`config.mk`:
```
export PLATFORM = sky130hd
export DESIGN_NAME = hazard_forwarding_unit
export DESIGN_NICKNAME = d
export VERILOG_FILES = /design/src/rtl/hazard_forwarding_unit.sv
export SDC_FILE = /design/constraint.sdc
export NUM_CORES = 1
export LEC_CHECK = 0
export CAP_MARGIN = 10
export CORE_MARGIN = 3
export CORE_UTILIZATION = 45
export CTS_CLUSTER_SIZE = 10
export DETAILED_ROUTE_END_ITERATION = 8
export HOLD_SLACK_MARGIN = 0.05
export PLACE_DENSITY = 0.79
export SLEW_MARGIN = 20
export SYNTH_ARGS = -nofsm -noshare
export SYNTH_HDL_FRONTEND = slang
export SYNTH_SLANG_ARGS = --single-unit
```
`constraint.sdc`:
```
create_clock -name clk -period 4.5 [get_ports clk]
set_input_delay 1.125 -clock clk [delete_from_list [all_inputs] [get_ports clk]]
set_output_delay 1.125 -clock clk [all_outputs]
set_load 0.02 [all_outputs]
```
`src/rtl/hazard_forwarding_unit.sv`:
```
// RAW-hazard resolution for the 5-stage pipeline: registered forwarding selects, load-use stall, flush, freeze.
// Optional macro HAZARD_FORWARDING_EN enables forwarding; without it every RAW dependency stalls.
module hazard_forwarding_unit #(
  parameter int unsigned REG_ADDR_WIDTH    = 5,
  parameter int unsigned STALL_COUNT_WIDTH = 16
) (
  input  logic                         clk,
  input  logic                         reset,
  input  logic [REG_ADDR_WIDTH-1:0]    idRsInput,
  input  logic [REG_ADDR_WIDTH-1:0]    idRtInput,
  input  logic                         exRegWriteInput,
  input  logic                         exMemReadInput,
  input  logic [REG_ADDR_WIDTH-1:0]    exRegWriteRegisterInput,
  input  logic                         branchControlInput,
  input  logic                         memBusyInput,
  output logic [1:0]                   forwardingMux0Output,
  output logic [1:0]                   forwardingMux1Output,
  output logic                         stallOutput,
  output logic                         bubbleOutput,
  output logic                         flushOutput,
  output logic                         freezeOutput,
  output logic [STALL_COUNT_WIDTH-1:0] stallCountOutput
);

  localparam logic [1:0]                   SEL_RF    = 2'd0;
  localparam logic [1:0]                   SEL_MEM   = 2'd1;
  localparam logic [1:0]                   SEL_WB    = 2'd2;
  localparam logic [REG_ADDR_WIDTH-1:0]    REG_ZERO  = '0;
  localparam logic [STALL_COUNT_WIDTH-1:0] COUNT_MAX = '1;

  // Shadow of the producer that has just moved from EX into MEM
  logic                      mem_reg_write;
  logic [REG_ADDR_WIDTH-1:0] mem_dest;

  logic       ex_rs_match;
  logic       ex_rt_match;
  logic       mem_rs_match;
  logic       mem_rt_match;
  logic       hazard;
  logic [1:0] rs_sel_next;
  logic [1:0] rt_sel_next;

  // Register $0 and non-writing producers never match
  always_comb begin
    ex_rs_match  = exRegWriteInput && (exRegWriteRegisterInput != REG_ZERO) &&
                   (exRegWriteRegisterInput == idRsInput);
    ex_rt_match  = exRegWriteInput && (exRegWriteRegisterInput != REG_ZERO) &&
                   (exRegWriteRegisterInput == idRtInput);
    mem_rs_match = mem_reg_write && (mem_dest != REG_ZERO) && (mem_dest == idRsInput);
    mem_rt_match = mem_reg_write && (mem_dest != REG_ZERO) && (mem_dest == idRtInput);
  end

`ifdef HAZARD_FORWARDING_EN
  assign hazard = exMemReadInput && (ex_rs_match || ex_rt_match);

  // Newest producer wins: EX (moving to MEM) over the shadow MEM (moving to WB)
  always_comb begin
    rs_sel_next = SEL_RF;
    rt_sel_next = SEL_RF;
    if (ex_rs_match)       rs_sel_next = SEL_MEM;
    else if (mem_rs_match) rs_sel_next = SEL_WB;
    if (ex_rt_match)       rt_sel_next = SEL_MEM;
    else if (mem_rt_match) rt_sel_next = SEL_WB;
  end
`else
  logic unused_mem_read;
  assign unused_mem_read = exMemReadInput;
  assign hazard          = ex_rs_match || ex_rt_match || mem_rs_match || mem_rt_match;
  assign rs_sel_next     = SEL_RF;
  assign rt_sel_next     = SEL_RF;
`endif

  // Priority: freeze > flush > stall
  always_comb begin
    freezeOutput = memBusyInput;
    flushOutput  = branchControlInput && !memBusyInput;
    stallOutput  = hazard && !flushOutput && !memBusyInput;
    bubbleOutput = stallOutput;
  end

  always_ff @(posedge clk or posedge reset) begin
    if (reset) begin
      mem_reg_write        <= 1'b0;
      mem_dest             <= REG_ZERO;
      forwardingMux0Output <= SEL_RF;
      forwardingMux1Output <= SEL_RF;
    end else if (!memBusyInput) begin
      mem_reg_write <= exRegWriteInput;
      mem_dest      <= exRegWriteRegisterInput;
      if (flushOutput || stallOutput) begin
        forwardingMux0Output <= SEL_RF;
        forwardingMux1Output <= SEL_RF;
      end else begin
        forwardingMux0Output <= rs_sel_next;
        forwardingMux1Output <= rt_sel_next;
      end
    end
  end

  // Saturating count of stall and freeze cycles; flushes are not counted
  always_ff @(posedge clk or posedge reset) begin
    if (reset) begin
      stallCountOutput <= '0;
    end else if ((stallOutput || freezeOutput) && (stallCountOutput != COUNT_MAX)) begin
      stallCountOutput <= stallCountOutput + STALL_COUNT_WIDTH'(1);
    end
  end

endmodule

```
# Word-level counts from Yosys, hierarchy flattened
# Cells that the tools add are included.
# classes
reduce_logical	18
n_eq_ne	5
addsub	1
# op_table
op	n
equality test 5 bit	4
adder 16 x 1 -> 16 bit, second input constant	1
inequality test 16 bit, second input constant	1
logical AND 1 bit	10
nonzero test 5 bit	2
logical OR 1 bit	4
zero test 1 bit	2
# word_totals
elab_cells	27
register_bits	22
in_bits	21
output_inout_bits	24

# Longest topological paths before layout
# depth
ltp_word	10
mapped_depth	7

# Worst setup path before layout
# Ideal clock, no wire load.
# synth_path
path_type	input to output
startpoint	in idRtInput[4]
endpoint	out stallOutput
arrival_ps	2298
slack_ps	1077
cell_stages	6
cell_sequence	xnor2_1 nand3_1 o22ai_1 a22oi_1 nor2_1 buf_4
# synth_between
elab_chain_cells	7
# synth_lines
item	line_no	rtl
start: declaration	10	input logic [REG_ADDR_WIDTH-1:0] idRtInput,
equality test 5 bit	48	(exRegWriteRegisterInput == idRtInput);
logical AND 1 bit	47	ex_rt_match = exRegWriteInput && (exRegWriteRegisterInput != REG_ZERO) &&
logical OR 1 bit (2 in series)	68	assign hazard = ex_rs_match || ex_rt_match || mem_rs_match || mem_rt_match;
logical OR 1 bit *	68	
logical AND 1 bit * (2 in series)	77	stallOutput = hazard && !flushOutput && !memBusyInput;
end: declaration	18	output logic stallOutput,
# Every way passes the cells marked *; elsewhere a longest branch is shown, timed or not.

# Worst setup path in the final report
# layout_path
startpoint	in exRegWriteRegisterInput[1]
endpoint	out bubbleOutput
# layout_between
elab_chain_cells	8
# layout_lines
item	line_no	rtl
start: declaration	13	input logic [REG_ADDR_WIDTH-1:0] exRegWriteRegisterInput,
nonzero test 5 bit	45, 47	
logical AND 1 bit	45, 47	
logical AND 1 bit, on equally long branches	45, 47	
logical OR 1 bit * (3 in series)	68	
logical AND 1 bit * (2 in series)	77	
end: declaration	19	output logic bubbleOutput,
# Marks and branches as above.

==> metrics.cfg <==
[outcome]
status = finished, final reports clean

[synth]
synthAdderAreaFrac = 0.00916
synthSimpleGateAreaFrac = 0.208
synth_mux_area_frac = 0.0769
synth_xor_area_frac = 0.212
synth.most_common_cell = dfrtp_1
synth_top_family_by_area = XOR/XNOR gates
syn-cell-area_mm2 = 0.00137
ys_ff_latch = 22
yosysTopAreaCellShare = 0.403
syn-instance-count = 133
synth_cell_type_count = 31
synth_edf_count = 0
yosysWarnings = 0
synth_common_cells = dfrtp_1, xnor2_1, nand2_1, xor2_1, nand3_1
synth.area.top_cells = dfrtp_1, xnor2_1, xor2_1, mux2_2, buf_4
synth-async-reset-ratio = 1.00
synth_top_flop_cell = dfrtp_1
yosys.area.top_type = dfrtp_1
seq_area_frac_synth = 0.403
avgSynthCellArea_um2 = 10.3
synth_compound_area_frac = 0.0339

[final_layout]
final.fill_count = 254
area.sequential_um2 = 551
areaGrowthSynthToFinish_pct = 29.9
finalNetCount = 193
multi_input_area_um2 = 752
drive_gt1_frac = 0.0882
fin_util = 0.628
diodes = 0
final_cells = 201

[placement]
place_congestion = 0.860
io_buffer_count = 39
dp.cells = 197
dp_hpwl_um = 2190

[grt]
grt_pass1_vias = 1103
grt_pass1_wl_um = 4550
grt_util_all_layers = 0.158
grt_antenna_before_repair = 0
grt_max_degree = 23
grt.overflow.total = 0

[clock_network]
cts_setup_buffers = 0
cts_buffer_depth = 2
cts.sinks = 22
cts-htree-levels = 1
postCtsHoldBufs = 0
clk_pin_slew_ps = 120
cts_tree = done
cts_buffers = 3
worstSkewPairLatency_ps = 300
clockRootBuffer = clkbuf_4
post_cts_resized = 0

[worst_setup_path]
critPathKind = in2out
critPathLaunch = exRegWriteRegisterInput[1]
crit_fanout = 4
cp-start-kind = input port
worstReg2RegStart = stallCountOutput[2]
crit_path_end_kind = output pin
cp.required_ps = 3380
crit_arrival_ps = 3210

[floorplanning]
ios = 45
dieArea_mm2 = 0.00373
rows = 19
fp.dieH_um = 61.1
initial_utilization = 0.483
core_area_mm2 = 0.00283
die_x_um = 61.1

[routing]
vias_per_cell = 5.38
finalWirelength_um = 2810
dr.pass1.iters = 4
vias = 1082
first_iter_violations = 27
route.detailed.drc = 0
ant_nets = 0
wl_per_cell_um = 14.0

[pwr]
p_total_w = 0.000740
p_per_area_mw_per_mm2 = 417
peakVddDrop_v = 0.000342
leakagePower_nw = 0.696

[hold_path]
hp-class = reg2reg
hp-start = stallCountOutput[11]

[sta]
setup_viol = 0
clock_skew_ps = 3.44
period_share = 0.964
hold_viol = 0
worst_pin_slew_ps = 829
maxSlewViolCount = 0
finalSetupTns_ps = 0
relSlewSlack = 0.444
period_minus_slack_ps = 4340
rsz0062_at_grt = false
whs_ps = 497
fmax_mhz = 231

[flow_run]
drv_cap = 0

-- cells in the final DEF (no fill, tap or decap), types with 2 or more instances in the layout --
cell | netlist | routed
dfrtp_1 | 22 | 22
or4_1 | 2 | 2
nor4_1 | 4 | 4
conb_1 | 1 | 4
xor2_1 | 12 | 12
nand2_1 | 12 | 12
nor4b_1 | 3 | 3
nor2_1 | 5 | 5
mux2_2 | 6 | 6
clkbuf_4 | 0 | 3
mux2_1 | 2 | 2
clkdlybuf4s50_1 | 0 | 39
xnor2_1 | 21 | 21
nor3b_1 | 3 | 3
inv_1 | 2 | 2
o22ai_1 | 2 | 2
nand3_1 | 10 | 10
nor3_1 | 5 | 5
-- worst paths after layout --
path                                         to  slack, ps  cells past startpoint
min in group asynchronous   stallCountOutput[2]       1270                      2
setup / recovery                   bubbleOutput        160                      7
setup reg to reg            stallCountOutput[1]       2030                      6
hold / removal             stallCountOutput[11]        500                      1
max in group asynchronous   stallCountOutput[6]       2740                      2
hold reg to reg            stallCountOutput[11]        500                      1
-- critical path, stage by stage --
cell and delay, ps:
clkdlybuf4s50_1 570, or4_1 160, nor2_1 50, nor3b_1 410, a22oi_1 130, nor2_1 150
clkdlybuf4s50_1 630
-- flip-flops by register name (all words and copies together) (netlist names) --
| signal | count |
|---|---|
| stallCountOutput | 16 |
| mem_dest | 5 |
| mem_reg_write | 1 |
-- metrics by stage --
stage / worst slack [ps] / instance area, um2
after floorplan: 1080 / 1380
final: 163 / 1780
after global routing: 39.8 / 1780
after detailed placement: 155 / 1740
after CTS: 150 / 1780
after global placement: 217 / 1740
-- report_power, final --
| group | switching (W) | leakage (nW) | internal [W] |
|---|---|---|---|
| Sequential | 0.0000658 | 0.266 | 0.000251 |
| Clock | 0.0000570 | 0.0210 | 0.0000493 |
| Combinational | 0.000150 | 0.409 | 0.000166 |
-- routing by layer --
layer,vias up,GRT usage,part of all wire
li1,524,-,-
met1,504,0.196,0.43
met2,49,0.293,0.49
met3,5,0.0231,0.070
met4,0,0.0279,0.0093
met5,-,0,0
-- layout make-up --
class | instances | share of cell area
Sequential cell | 22 | 0.310
Multi-Input combinational cell | 103 | 0.424
Timing Repair Buffer | 39 | 0.220
Tap cell | 31 | 0.0218
Clock buffer | 4 | 0.0204
Inverter | 2 | 0.00423
-- cells by family after synthesis --
logic type | Yosys count
AO/OA/AOI/OAI | 4
XOR/XNOR | 33
adder cells (fa/ha/maj) | 1
buffers and inverters | 11
flip-flops | 22
multiplexers | 9
other | 1
AND/OR/NAND/NOR | 52
(Power assumes the default switching activity.)
